## src/rtl/cdr_pkg.sv

```systemverilog
// Shared CDR loop definitions: FSM state and step-direction encodings.
package cdr_pkg;

  typedef enum logic [1:0] {
    ST_IDLE  = 2'd0,
    ST_TRACK = 2'd1,
    ST_HOLD  = 2'd2
  } state_e;

  typedef enum logic [1:0] {
    DIR_NONE = 2'd0,
    DIR_UP   = 2'd1,
    DIR_DN   = 2'd2
  } dir_e;

  // Width of a down-counter that must hold values 0..n-1 (never narrower than 1 bit).
  function automatic int unsigned cnt_width(input int unsigned n);
    return (n > 1) ? $clog2(n) : 1;
  endfunction

endpackage

```

## src/rtl/phase_ptr.sv

```systemverilog
// Modulo-NPHASE up/down phase pointer with registered output; inc wins over dec.
module phase_ptr #(
  parameter int unsigned NPHASE = 8,
  parameter int unsigned PW     = 3
) (
  input  logic          clk,
  input  logic          rst,
  input  logic          inc_i,
  input  logic          dec_i,
  output logic [PW-1:0] ptr_o
);

  localparam logic [PW-1:0] LAST = PW'(NPHASE - 1);

  logic [PW-1:0] ptr_q;
  logic [PW-1:0] ptr_d;

  always_comb begin
    ptr_d = ptr_q;
    if (inc_i) begin
      ptr_d = (ptr_q == LAST) ? '0 : ptr_q + PW'(1);
    end else if (dec_i) begin
      ptr_d = (ptr_q == '0) ? LAST : ptr_q - PW'(1);
    end
  end

  always_ff @(posedge clk or posedge rst) begin
    if (rst) begin
      ptr_q <= '0;
    end else begin
      ptr_q <= ptr_d;
    end
  end

  assign ptr_o = ptr_q;

endmodule

```

## src/rtl/phase_step_ctrl.sv

```systemverilog
// CDR loop controller: steps the sampling phase on filter decisions, blanks the
// filter for a hold-off window after each step, and tracks lock.
module phase_step_ctrl
  import cdr_pkg::*;
#(
  parameter int unsigned NPHASE   = 8,
  parameter int unsigned PW       = 3,
  parameter int unsigned HOLDOFF  = 4,
  parameter int unsigned LOCK_CNT = 16
) (
  input  logic          clk,
  input  logic          rst,
  input  logic          en,
  input  logic          up,
  input  logic          dn,
  output logic [PW-1:0] phase_sel,
  output logic          filt_clr,
  output logic          step_up,
  output logic          step_dn,
  output logic          locked
);

  localparam int unsigned HW = cnt_width(HOLDOFF);
  localparam int unsigned QW = $clog2(LOCK_CNT + 1);

  state_e        state_q;
  dir_e          last_dir_q;
  logic [HW-1:0] hold_q;
  logic [QW-1:0] quiet_q;
  logic          filt_clr_q;
  logic          step_up_q;
  logic          step_dn_q;
  logic          locked_q;
  logic          inc_c;
  logic          dec_c;

  // A single clean decision in TRACK moves the pointer on the same edge.
  assign inc_c = en && (state_q == ST_TRACK) && up && !dn;
  assign dec_c = en && (state_q == ST_TRACK) && dn && !up;

  phase_ptr #(
    .NPHASE (NPHASE),
    .PW     (PW)
  ) u_phase_ptr (
    .clk   (clk),
    .rst   (rst),
    .inc_i (inc_c),
    .dec_i (dec_c),
    .ptr_o (phase_sel)
  );

  always_ff @(posedge clk or posedge rst) begin
    if (rst) begin
      state_q    <= ST_IDLE;
      last_dir_q <= DIR_NONE;
      hold_q     <= '0;
      quiet_q    <= '0;
      filt_clr_q <= 1'b0;
      step_up_q  <= 1'b0;
      step_dn_q  <= 1'b0;
      locked_q   <= 1'b0;
    end else begin
      filt_clr_q <= 1'b0;
      step_up_q  <= 1'b0;
      step_dn_q  <= 1'b0;
      if (!en) begin
        state_q    <= ST_IDLE;
        last_dir_q <= DIR_NONE;
        hold_q     <= '0;
        quiet_q    <= '0;
        locked_q   <= 1'b0;
      end else begin
        unique case (state_q)
          ST_IDLE: begin
            state_q    <= ST_TRACK;
            filt_clr_q <= 1'b1;
          end
          ST_TRACK: begin
            if (inc_c || dec_c) begin
              // Repeated steps in one direction mean drift, not dither.
              if ((inc_c && last_dir_q == DIR_UP) || (dec_c && last_dir_q == DIR_DN)) begin
                locked_q <= 1'b0;
              end
              last_dir_q <= inc_c ? DIR_UP : DIR_DN;
              step_up_q  <= inc_c;
              step_dn_q  <= dec_c;
              filt_clr_q <= 1'b1;
              state_q    <= ST_HOLD;
              hold_q     <= HW'(HOLDOFF - 1);
              quiet_q    <= '0;
            end else if (up && dn) begin
              quiet_q <= '0;
            end else if (quiet_q != QW'(LOCK_CNT)) begin
              quiet_q <= quiet_q + QW'(1);
              if (quiet_q == QW'(LOCK_CNT - 1)) begin
                locked_q <= 1'b1;
              end
            end
          end
          ST_HOLD: begin
            if (hold_q == '0) begin
              state_q <= ST_TRACK;
            end else begin
              hold_q <= hold_q - HW'(1);
            end
          end
          default: begin
            state_q <= ST_IDLE;
          end
        endcase
      end
    end
  end

  assign filt_clr = filt_clr_q;
  assign step_up  = step_up_q;
  assign step_dn  = step_dn_q;
  assign locked   = locked_q;

endmodule

```

## config.mk

```make
export PLATFORM = sky130hd
export DESIGN_NAME = phase_step_ctrl
export DESIGN_NICKNAME = d
export VERILOG_FILES = /design/src/rtl/cdr_pkg.sv /design/src/rtl/phase_ptr.sv /design/src/rtl/phase_step_ctrl.sv
export SDC_FILE = /design/constraint.sdc
export NUM_CORES = 1
export LEC_CHECK = 0
export BUFFER_PORTS_ARGS = -buffer_cell sky130_fd_sc_hd__buf_2
export CAP_MARGIN = 5
export CORE_ASPECT_RATIO = 1.4
export CORE_MARGIN = 5
export CORE_UTILIZATION = 51
export DETAILED_ROUTE_END_ITERATION = 8
export PLACE_DENSITY = 0.84
export SLEW_MARGIN = 40
export SYNTH_ARGS = -nofsm -noshare
export SYNTH_HDL_FRONTEND = slang
export SYNTH_SLANG_ARGS = --single-unit
```

## constraint.sdc

```tcl
create_clock -name clk -period 1.4 [get_ports clk]
set_clock_uncertainty 0.05 [all_clocks]
set_input_delay 0.28 -clock clk [delete_from_list [all_inputs] [get_ports clk]]
set_output_delay 0.28 -clock clk [all_outputs]
set_load 0.02 [all_outputs]
```

Word level (Yosys, flattened, before mapping)
Cells that the tools add are included.
{ "word_totals": {"latchBits": 0, "ramBits": 0, "inputBits": 5, "regBits": 18, "out_inout_bits": 7, "rom_bits": 0, "mem_count": 0, "elab_cells": 89} }
{ "op_classes": {"n_div": 0, "n_addsub": 4, "order_cmp": 0, "eq_ne": 18, "n_shift": 0, "reduce_logical": 21, "bitwise_logic": 0, "n_mux": 37, "n_mul": 0} }
{ "op_table": {"columns": ["operator", "n"], "rows": [
  ["5-bit two-way mux", 5],
  ["2-bit two-way mux", 10],
  ["1-bit two-way mux", 15],
  ["3-bit two-way mux", 4],
  ["3-bit by 1-bit != test with 1-bit output (second input constant)", 3],
  ["3-bit != test (second input constant)", 3],
  ["1-bit logical AND", 8],
  ["3-bit by 2-bit != test with 1-bit output (second input constant)", 2],
  ["2-bit one-hot mux with 3 select lines", 1],
  ["2-bit AND reduction", 3],
  ["5-bit by 1-bit adder with 5-bit output (second input constant)", 1],
  ["5-bit by 4-bit equality test with 1-bit output (second input constant)", 1],
  ["5-bit != test (second input constant)", 1],
  ["5-bit AND reduction", 1],
  ["2-bit by 1-bit equality test with 1-bit output (second input constant)", 2],
  ["2-bit equality test (second input constant)", 2],
  ["2-bit logical NOT", 2],
  ["2-bit by 1-bit != test with 1-bit output (second input constant)", 2],
  ["4-bit by 1-bit != test with 1-bit output (second input constant)", 1],
  ["2-bit one-hot mux with 2 select lines", 1],
  ["3-bit by 1-bit adder with 3-bit output (second input constant)", 1],
  ["3-bit equality test (second input constant)", 1],
  ["3-bit logical NOT", 1],
  ["3-bit AND reduction", 1],
  ["6 further kinds", 8]
]} }

Logic depth before layout (Yosys ltp)
Gate-level depths: netlist (run 1).
{ "logic_depth": {"ltp_word": 10, "depth_mapped": 7, "ltp_nobuf": 7} }

Hierarchy
Synthesis (run 1) repeated with hierarchy kept, for this count alone.
{ "hier_totals": {"cells_unflattened": 117, "hier_area_um2": 1118.6} }
{ "by_module_without_submodules": {"columns": ["mod", "seq_area_each_um2", "n_inst", "area_per_inst_um2", "cells_each"], "rows": [
  ["phase_step_ctrl", 375.4, 1, 905.9, 95],
  ["phase_ptr", 75.1, 1, 212.7, 22]
]} }

Worst setup path after synthesis (run 1)
Ideal clock, no wire load.
{ "synth_timing": {"kind": "reg2reg", "startpoint": "reg u_phase_ptr.ptr_q[0] (netlist: u_phase_ptr.ptr_o[0])", "endpoint": "reg u_phase_ptr.ptr_q[2] (netlist: u_phase_ptr.ptr_o[2])", "path_buffers": 0, "path_stages_with_launch": 6, "setup_ns": 0.125, "arrival_time_ns": 1.362, "path_slack_ns": -0.137, "period_less_slack_ns": 1.537, "required_time_ns": 1.225, "path_cell_list": "dfrtp_1 -> inv_1 -> ha_1 -> ha_1 -> mux2i_1 -> mux2_2"} }
{ "synth_between": {"elab_chain_cells": 4, "elab_cells_between_ends": 8, "classes_between": "2 x add/sub; 1 x eq/ne; 4 x mux; 1 x reduce/logical"} }
{ "synth_rtl": {"columns": ["item", "line", "text"], "rows": [
  ["from (decl)", "phase_ptr.sv:15", "logic [PW-1:0] ptr_q;"],
  ["from (signal assigned)", "phase_ptr.sv:31", "ptr_q <= ptr_d;"],
  ["3-bit by 1-bit subtractor with 3-bit output / 3-bit logical NOT (equally long branches)", "phase_ptr.sv:23", "ptr_d = (ptr_q == '0) ? LAST : ptr_q - PW'(1);"],
  ["3-bit two-way mux", "phase_ptr.sv:23", null],
  ["3-bit two-way mux", "phase_ptr.sv:22", "end else if (dec_i) begin"],
  ["3-bit two-way mux (*)", "phase_ptr.sv:20", "if (inc_i) begin"]
]} }
Mark *: on every way between the ends. The rest lies on a longest branch, timed or not. The select of a mux whose other input is x is not followed.
A chain may end at the register's enable or synchronous reset.

Worst setup path in the final report (run 1)
{ "layout_timing": {"startpoint": "reg quiet_q[1]", "endpoint": "reg quiet_q[4]"} }
{ "layout_between": {"elab_chain_cells": 6, "elab_cells_between_ends": 9, "classes_between": "1 x add/sub; 2 x eq/ne; 5 x mux; 1 x reduce/logical"} }
{ "layout_rtl": {"columns": ["item", "line", "text"], "rows": [
  ["from (decl)", "phase_step_ctrl.sv:29", "logic [QW-1:0] quiet_q;"],
  ["from (signal assigned)", "phase_step_ctrl.sv:94", "quiet_q <= quiet_q + QW'(1);"],
  ["5-bit by 1-bit adder with 5-bit output", "phase_step_ctrl.sv:94", null],
  ["5-bit two-way mux", "phase_step_ctrl.sv:93", "end else if (quiet_q != QW'(LOCK_CNT)) begin"],
  ["5-bit two-way mux", "phase_step_ctrl.sv:91", "end else if (up && dn) begin"],
  ["5-bit two-way mux", "phase_step_ctrl.sv:79", "if (inc_c || dec_c) begin"],
  ["5-bit two-way mux", "phase_step_ctrl.sv:73", "unique case (state_q)"],
  ["5-bit two-way mux", "phase_step_ctrl.sv:66", "if (!en) begin"]
]} }
Several ways; a longest one is shown, not always the timed one. The select of a mux whose other input is x is not followed.

==> flow_summary.json, run 1 <==
{
  "vdd_ir_drop_max_mv": 1.138,
  "hold_violations": 0,
  "drive_gt1_share_pct": 46.05,
  "synthTopCellsByCount": "18 x dfrtp_1, 12 x inv_1, 11 x a21oi_1",
  "ys_seq_elements": 18,
  "clk_pin_slew_ns": 0.11,
  "drt_wl_total_um": 2785,
  "viasPerCell": 5.792,
  "dr.pass1.iters": 4,
  "endpoint_kind": "register",
  "cts_made_buffers": 3,
  "grt.total_usage_pct": 18.61,
  "nets": 166,
  "setup-violations-final": 7,
  "num_antenna_cells": 0,
  "synth_cell_types": 33,
  "cap_violations": 0,
  "clk_latency_ns": 0.32,
  "grt_max_degree": 11,
  "crit_fanout": 4,
  "yosysSeqAreaShare_pct": 41.24,
  "numClockSinks": 18,
  "dieArea_um2": 3181,
  "post-synth-top-count-cell": "dfrtp_1",
  "power-per-cell-area_nw_per_um2": 1146,
  "gp_congestion": 0.8437,
  "multiInputGateArea_um2": 681.9,
  "min_path_type": "in2reg",
  "io_pins": 12,
  "clockBufferDepth": 2,
  "drt_iter0_drc": 41,
  "place_inst": 162,
  "synth-main-ff-cell": "dfrtp_1",
  "required_ns": 1.59,
  "async_reset_ff_share_pct": 100.0,
  "start_util_pct": 54.70,
  "cts_tree": "done",
  "antenna_found_initial": 0,
  "cp-start-kind": "register",
  "synthTopCellsByArea": "dfrtp_1 41%, ha_1 9.2%, a21oi_1 5.0%",
  "dpl.hpwl_um": 1874,
  "power_mw": 1.698,
  "synth_top_area_cell": "dfrtp_1",
  "period_share_pct": 111.3,
  "max_freq_mhz": 641.9,
  "synth_area_um2": 1092,
  "post-route-min-period_ns": 1.558,
  "drcViolationCount": 0,
  "stdcell_count": 173,
  "numPortBuffers": 11,
  "maxSlewHeadroom_pct": 73.48,
  "first_global_vias": 1053,
  "die_w_um": 49.12,
  "status": "complete, but fails checks",
  "report.final.slew_viol_count": 0,
  "core_um2": 1997,
  "synth_nets": 129,
  "grt_pass1_wl_um": 4574,
  "synth_area_per_cell_um2": 9.416,
  "ant_nets": 0,
  "seq_area_um2": 454.2,
  "syn-instance-count": 116,
  "worst_pin_slew_ns": 0.3936,
  "p_leak_nw": 0.7142,
  "fp.dieH_um": 64.76,
  "synth_top_area_share_pct": 41.24,
  "layout_setup_ws_ns": -0.1579,
  "rsz0062_at_grt": "true",
  "violations": "negative setup slack",
  "cp.arrival_ns": 1.75,
  "cts_max_level": 1,
  "fillCellCount": 140,
  "root_buffer": "clkbuf_4",
  "ys_warn_count": 0,
  "num_vias": 1002,
  "grt-ovfl-total": 0,
  "synth_edf_count": 0,
  "wl_per_cell_um": 16.10,
  "path_class": "reg2reg",
  "rows": 19,
  "syn2layout_area_growth_pct": 35.62
}
[logic make-up after synthesis]
logic type                 after synthesis  share of synthesized area [%]
and+or+nand+nor                         42                          23.25
AOI/OAI and AO/OA                       29                          17.07
DFF                                     18                          41.24
buffers and inverters                   15                          5.498
adders and majority gates                8                          9.164
muxes                                    3                          2.978
xor gates and xnor gates                 1                         0.8020
[worst max-delay path, stage by stage, from the launching register on]
cell	delay, ns
dfrtp_1	0.42
inv_1	0.07
ha_2	0.17
and4bb_2	0.25
a21o_1	0.17
and2_4	0.14
o31ai_2	0.21
[state kept, by name, summed over array words and instances, names as in the netlist]
register and cells:
hold_q 2, quiet_q 5, u_phase_ptr.ptr_o 3, step_dn 1
step_up 1, filt_clr 1, state_q 2, last_dir_q 2
locked 1
[what timing repair did]
item                                    in CTS  in global routing
resized for setup                           13                 17
endpoints found under the setup margin       9                 10
pin swaps                                    9                  4
endpoints found under the hold margin        8                  0
hold buffers                                 1                  0
setup buffers                                4                  2
[worst paths after layout]
check	slack, ns	endpoint	cells past startpoint	startpoint
hold reg to reg	0.47	last_dir_q[0]	1	last_dir_q[0]
min in group asynchronous	0.40	step_up	3	rst
setup reg to reg	-0.16	quiet_q[4]	6	quiet_q[1]
setup / recovery	-0.16	quiet_q[4]	6	quiet_q[1]
hold / removal	0.21	u_phase_ptr.ptr_o[0]	3	en
max in group asynchronous	0.39	state_q[0]	4	rst
[placed cells by master, fill, tap and decap left out, types with 3 or more instances in the layout]
cell	instances
a21o_1	5
a21oi_1	8
a21oi_2	3
buf_2	10
buf_4	22
clkbuf_4	3
dfrtp_1	15
dfrtp_2	3
ha_2	3
ha_4	3
inv_1	10
nand2_1	8
nand3_1	3
nor2_1	7
nor2b_1	4
[where the power goes]
part           switching, mW  internal (mW)
clock                  0.178          0.112
combinational          0.372          0.376
sequential            0.0743          0.586
[stage by stage]
step / hold WS, ns / setup TNS (ns) / util [%] / area (µm²) / setup WS (ns)
final: 0.2086 / -0.6613 / 74.19 / 1481 / -0.1579
after global routing: 0.1990 / -1.099 / 74.19 / 1481 / -0.2128
after CTS: 0.1991 / -0.7078 / 70.49 / 1408 / -0.1628
after detailed placement: 0.2055 / -0.8000 / 64.72 / 1292 / -0.1512
after global placement: 0.1966 / -0.2672 / 64.72 / 1292 / -0.08109
after floorplan: 0.1685 / -0.1802 / - / 1099 / -0.06732
[routing by layer]
| layer | track usage (%) | part of all wire, % | vias to the layer above |
|---|---|---|---|
| li1 | - | - | 473 |
| met3 | 3.440 | 3.9 | 13 |
| met1 | 18.46 | 37 | 480 |
| met2 | 33.23 | 54 | 36 |
| met5 | 0 | 0 | - |
| met4 | 14.48 | 4.8 | 0 |
[area by class of cell]
cell class / count / share of cell area (%)
clock buffers: 4 / 1.774
flip-flops and latches: 18 / 30.66
repair buffers: 35 / 16.72
inverters: 12 / 3.041
well taps: 21 / 1.774
multi-input cells: 83 / 46.03
(Power assumes the default switching activity.)
==> run 2, diff against run 1 <==
--- a/config.mk
+++ b/config.mk
@@ -9,9 +9,9 @@
 export CAP_MARGIN = 5
 export CORE_ASPECT_RATIO = 1.4
 export CORE_MARGIN = 5
-export CORE_UTILIZATION = 51
+export CORE_UTILIZATION = 55
 export DETAILED_ROUTE_END_ITERATION = 8
-export PLACE_DENSITY = 0.84
+export PLACE_DENSITY = 0.86
 export SLEW_MARGIN = 40
 export SYNTH_ARGS = -nofsm -noshare
 export SYNTH_HDL_FRONTEND = slang
==> constraint.sdc (replaced) <==
create_clock -name clk -period 1.6 [get_ports clk]
set_clock_uncertainty 0.05 [all_clocks]
set_input_delay 0.32 -clock clk [delete_from_list [all_inputs] [get_ports clk]]
set_output_delay 0.32 -clock clk [all_outputs]
set_load 0.02 [all_outputs]
==> flow_summary.json, run 2 (synthesis results as in run 1) <==
{
  "status": "finished, final reports clean",
  "clk_latency_ns": 0.29,
  "rsz0062_at_grt": "true",
  "worst_pin_slew_ns": 0.4478,
  "regMostFlops": "quiet_q",
  "max_freq_mhz": 638.4,
  "dpl.hpwl_um": 1633,
  "place_inst": 150,
  "layout_commonest_cell": "dfrtp_1",
  "hold_violations": 0,
  "p_leak_nw": 0.6272,
  "largest_reg_flops": 5,
  "power.switching_mw": 0.4340,
  "p_comb_share_pct": 35.7,
  "cp.arrival_ns": 1.72,
  "power_frac_seq_pct": 46.2,
  "nets": 150,
  "wl_per_cell_um": 14.61,
  "p_sw_share_pct": 35.74,
  "cp-start-kind": "register",
  "report.final.slew_viol_count": 0,
  "cap_violations": 0,
  "clockBufferDepth": 2,
  "maxSlewHeadroom_pct": 69.95,
  "num_antenna_cells": 0,
  "fillCellCount": 150,
  "clkPwrFrac_pct": 18.1,
  "drt_wl_total_um": 2279,
  "drcViolationCount": 0,
  "die_w_um": 47.67,
  "stdcell_count": 156,
  "post-route-min-period_ns": 1.566,
  "grt_pass1_wl_um": 3933,
  "cts_made_buffers": 3,
  "fp.dieH_um": 62.73,
  "multiInputGateArea_um2": 645.6,
  "start_util_pct": 56.73,
  "root_buffer": "clkbuf_4",
  "num_vias": 890,
  "seq_area_um2": 450.4,
  "ant_nets": 0,
  "grt.total_usage_pct": 17.47,
  "tns_ns": 0,
  "vdd_ir_drop_max_mv": 0.7447,
  "final_cell_mix": "18 x dfrtp_1, 12 x inv_1, 11 x a21oi_1, 11 x buf_2, 10 x nand2_1",
  "dr.pass1.iters": 4,
  "r2r_slack_ns": 0.03,
  "period_share_pct": 97.90,
  "numPortBuffers": 11,
  "clk_pin_slew_ns": 0.09,
  "numClockSinks": 18,
  "viasPerCell": 5.705,
  "endpoint_kind": "register",
  "power_mw": 1.214,
  "drive_gt1_share_pct": 29.63,
  "rows": 19,
  "io_pins": 12,
  "first_global_vias": 897,
  "setup-violations-final": 0,
  "grt_max_degree": 19,
  "syn2layout_area_growth_pct": 19.70,
  "dieArea_um2": 2990,
  "core_um2": 1926,
  "grt-ovfl-total": 0,
  "gp_congestion": 0.7866,
  "drt_iter0_drc": 15,
  "path_class": "reg2reg",
  "cts_tree": "done",
  "required_ns": 1.75,
  "min_path_type": "in2reg",
  "power-per-cell-area_nw_per_um2": 928.8,
  "crit_fanout": 4,
  "intPower_mw": 0.7804,
  "antenna_found_initial": 0,
  "cts_max_level": 1
}
==> run 2: cell count changes in the layout (fill, tap and decap cells not counted), moves of 3 or more <==
cell and change:
ha_1 +3, dfrtp_1 +3, buf_4 -15, ha_4 -3, a21oi_1 +3, a21oi_2 -3
dfrtp_2 -3
==> run 2: critical path, cell delays in order (launching register included) <==
cell and delay (ns):
dfrtp_1 0.42, inv_1 0.07, ha_2 0.16, and4bb_2 0.25
a21o_1 0.18, and2_4 0.16, o31ai_4 0.21
==> run 2: metal layers <==
layer / track usage, % / vias up / share of wire (%)
li1: - / 438 / -
met2: 29.87 / 11 / 56
met5: 0 / - / 0
met4: 6.061 / 0 / 1.4
met1: 21.39 / 437 / 40
met3: 2.017 / 4 / 2.0
==> run 2: power by group through the flow <==
stage / Clock [mW] / Combinational, mW / Sequential (mW)
2_1_floorplan: 0 / 0.247 / 0.609
3_3_place_gp: 0 / 0.382 / 0.566
3_5_place_dp: 0 / 0.413 / 0.570
4_1_cts: 0.221 / 0.424 / 0.561
5_1_grt: 0.243 / 0.486 / 0.572
6_report: 0.219 / 0.434 / 0.561
==> run 2: area by class of cell <==
type / count / share of cell area, %
well taps: 21 / 2.010
repair buffers: 19 / 8.995
flip-flops and latches: 18 / 34.45
multi-input cells: 83 / 49.38
inverters: 12 / 3.445
clock buffers: 3 / 1.722
==> run 2: per-stage QoR <==
stage	instance area [µm²]	hold slack, ns	worst slack (ns)	utilization, %
6_report	1308	0.2745	0.03364	67.90
5_1_grt	1308	0.2788	-0.01853	67.90
3_3_place_gp	1196	0.2921	0.08907	62.12
3_5_place_dp	1196	0.2951	-0.006647	62.12
4_1_cts	1246	0.2703	0.01479	64.72
2_1_floorplan	1092	0.2086	0.06301	-
==> run 2: final timing paths <==
check                         startpoint                   end  depth (start not counted)
min reg2reg                last_dir_q[1]         last_dir_q[1]                          1
max                           quiet_q[1]            quiet_q[4]                          6
min                                   up  u_phase_ptr.ptr_o[0]                          2
min in group asynchronous            rst            quiet_q[2]                          4
max reg2reg                   quiet_q[1]            quiet_q[4]                          6
max in group asynchronous            rst  u_phase_ptr.ptr_o[2]                          4
==> run 2: repair_timing <==
item / in CTS / in global routing
endpoints found under the setup margin: 2 / 4
pin swaps: 2 / 4
setup buffers: 1 / 1
endpoints found under the hold margin: 18 / 0
resized for setup: 3 / 12
hold buffers: 1 / 0
==> run 3, diff against run 2 <==
--- a/config.mk
+++ b/config.mk
@@ -10,9 +10,11 @@
 export CORE_ASPECT_RATIO = 1.4
 export CORE_MARGIN = 5
 export CORE_UTILIZATION = 55
+export CTS_BUF_LIST = sky130_fd_sc_hd__clkbuf_16
 export DETAILED_ROUTE_END_ITERATION = 8
-export PLACE_DENSITY = 0.86
+export PLACE_DENSITY = 0.85
 export SLEW_MARGIN = 40
 export SYNTH_ARGS = -nofsm -noshare
 export SYNTH_HDL_FRONTEND = slang
+export SYNTH_HIERARCHICAL = 1
 export SYNTH_SLANG_ARGS = --single-unit
==> flow_summary.json, run 3 <==
{
  "crit_fanout": 5,
  "maxSlewHeadroom_pct": 61.36,
  "start_util_pct": 57.38,
  "required_ns": 1.73,
  "synth_area_per_cell_um2": 9.560,
  "endpoint_kind": "register",
  "path_class": "reg2reg",
  "power.switching_mw": 0.5128,
  "syn2layout_area_growth_pct": 29.75,
  "drcViolationCount": 0,
  "drive_gt1_share_pct": 33.56,
  "cts_made_buffers": 3,
  "synth-main-ff-cell": "dfrtp_1",
  "dpl.hpwl_um": 1698,
  "report.final.slew_viol_count": 0,
  "nets": 160,
  "rsz0062_at_grt": "true",
  "power_frac_seq_pct": 36.2,
  "min_path_type": "in2reg",
  "grt-ovfl-total": 0,
  "drt_wl_total_um": 2470,
  "status": "complete, but fails checks",
  "period_share_pct": 102.4,
  "cap_violations": 0,
  "synth_edf_count": 0,
  "clockBufferDepth": 2,
  "synthTopCellsByArea": "dfrtp_1 40%, ha_1 8.9%, inv_1 4.4%",
  "synth_cell_types": 36,
  "layout_setup_ws_ns": -0.03814,
  "numPortBuffers": 11,
  "clk_latency_ns": 0.25,
  "syn-instance-count": 117,
  "p_leak_nw": 0.6970,
  "hold_path_depth": 2,
  "layout_commonest_cell": "dfrtp_1",
  "synth_top_area_cell": "dfrtp_1",
  "cp.arrival_ns": 1.77,
  "numClockSinks": 18,
  "vdd_ir_drop_max_mv": 0.8302,
  "synth_area_um2": 1119,
  "core_um2": 1949,
  "fp.dieH_um": 63.36,
  "cp-start-kind": "register",
  "intPower_mw": 1.068,
  "p_comb_share_pct": 31.9,
  "synth_nets": 130,
  "cts_tree": "done",
  "root_buffer": "clkbuf_16",
  "ys_warn_count": 6,
  "worst_r2r_path_depth": 6,
  "wl_per_cell_um": 14.79,
  "drt_iter0_drc": 14,
  "violations": "negative setup slack",
  "regMostFlops": "quiet_q",
  "fillCellCount": 138,
  "dr.pass1.iters": 4,
  "fin_hold_ws_ns": 0.4101,
  "async_reset_ff_share_pct": 100.0,
  "hold_violations": 0,
  "antenna_found_initial": 0,
  "synthTopCellsByCount": "18 x dfrtp_1, 13 x inv_1, 9 x nand2_1",
  "yosysSeqAreaShare_pct": 40.27,
  "viasPerCell": 5.760,
  "grt_pass1_wl_um": 4146,
  "num_vias": 962,
  "post-route-min-period_ns": 1.638,
  "post-synth-top-count-cell": "dfrtp_1",
  "first_global_vias": 995,
  "num_antenna_cells": 0,
  "grt.total_usage_pct": 18.54,
  "gp_congestion": 0.7976,
  "final_cell_mix": "17 x dfrtp_1, 16 x buf_4, 11 x inv_1, 11 x buf_2, 9 x nand2_1",
  "place_ws_ns": -0.004274,
  "die_w_um": 48.12,
  "grt_max_degree": 16,
  "cts_max_level": 1,
  "power-per-cell-area_nw_per_um2": 1089,
  "io_pins": 12,
  "clkPwrFrac_pct": 31.9,
  "p_sw_share_pct": 32.43,
  "synth_top_area_share_pct": 40.27,
  "worst_pin_slew_ns": 0.5789,
  "setup-violations-final": 5,
  "ys_seq_elements": 18,
  "rows": 19,
  "dieArea_um2": 3049,
  "max_freq_mhz": 610.4,
  "ant_nets": 0,
  "largest_reg_flops": 5,
  "clk_pin_slew_ns": 0.05
}
run 3: cell count changes after synthesis, moves of 3 or more:
cell	before	now
a21oi_1	11	4
nor3b_1	0	6
a21o_1	5	0
nor2_1	9	6
a22oi_1	0	3
nor3_1	1	4
o31ai_1	3	0
o21a_1	0	3
run 3: per-layer routing:
metal / up-vias / part of all wire, % / track usage (%)
met1: 471 / 40 / 19.71
met4: 0 / 3.4 / 7.071
met3: 9 / 3.2 / 2.564
li1: 465 / - / -
met5: - / 0 / 0
met2: 17 / 53 / 33.77
run 3: per-stage QoR:
step / TNS (ns) / cell area, µm² / util (%) / std cells / power, mW
2_1_floorplan: -0.008675 / 1124 / - / 117 / 0.8602
4_1_cts: 0 / 1334 / 68.42 / 159 / 1.497
6_report: -0.07903 / 1451 / 74.45 / 167 / 1.581
3_5_place_dp: -0.004274 / 1230 / 63.09 / 152 / 0.9876
5_1_grt: -0.8578 / 1451 / 74.45 / 167 / 1.668
3_3_place_gp: 0 / 1230 / 63.09 / 152 / 0.9604
run 3: worst paths after layout:
kind / start / endpoint / slack (ns)
setup / recovery: quiet_q[1] / quiet_q[0] / -0.04
hold / removal: up / step_dn / 0.41
setup reg to reg: quiet_q[1] / quiet_q[0] / -0.04
hold reg to reg: hold_q[0] / hold_q[0] / 0.50
max in group asynchronous: rst / state_q[1] / 0.46
min in group asynchronous: rst / u_phase_ptr/ptr_o[0] / 0.44
run 3: final cells by class:
type	count	area (µm²)	area share [%]
multi-input cells	81	638.1	43.97
flip-flops and latches	18	451.7	31.12
repair buffers	30	207.7	14.31
clock buffers	3	75.07	5.172
inverters	13	48.80	3.362
well taps	21	26.28	1.810
clock inverters	1	3.754	0.2586
run 3: cells by family (layout without fill, tap and decap cells):
group                      count (synthesis)  after routing  share of synthesized area, %
buffers and inverters                     18             47                         7.494
and+or+nand+nor                           44             44                         24.38
DFF                                       18             18                         40.27
xor gates and xnor gates                   1              1                        0.7831
adders and majority gates                  9              9                         9.844
muxes                                      2              2                         1.902
AOI/OAI and AO/OA                         25             25                         15.32
run 3: worst max-delay path, cell delays in order, from the launching register on:
cell	delay, ns
dfrtp_1	0.39
inv_2	0.07
ha_4	0.15
and4bb_2	0.25
nor4_4	0.38
mux2i_1	0.13
nor2b_1	0.14
run 3: timing repair:
item / in CTS / in global routing
setup buffers: 2 / 8
endpoints found under the hold margin: 3 / 0
gates resized for setup: 0 / 17
hold buffers: 1 / 0
pin swaps: 1 / 11
endpoints found under the setup margin: 3 / 9
run 3: power by group through the flow:
stage	Clock, mW	Combinational [mW]	Sequential [mW]
after floorplan	0	0.241	0.619
after global placement	0	0.393	0.567
after detailed placement	0	0.415	0.572
after CTS	0.506	0.426	0.565
after global routing	0.527	0.560	0.581
final	0.504	0.504	0.572
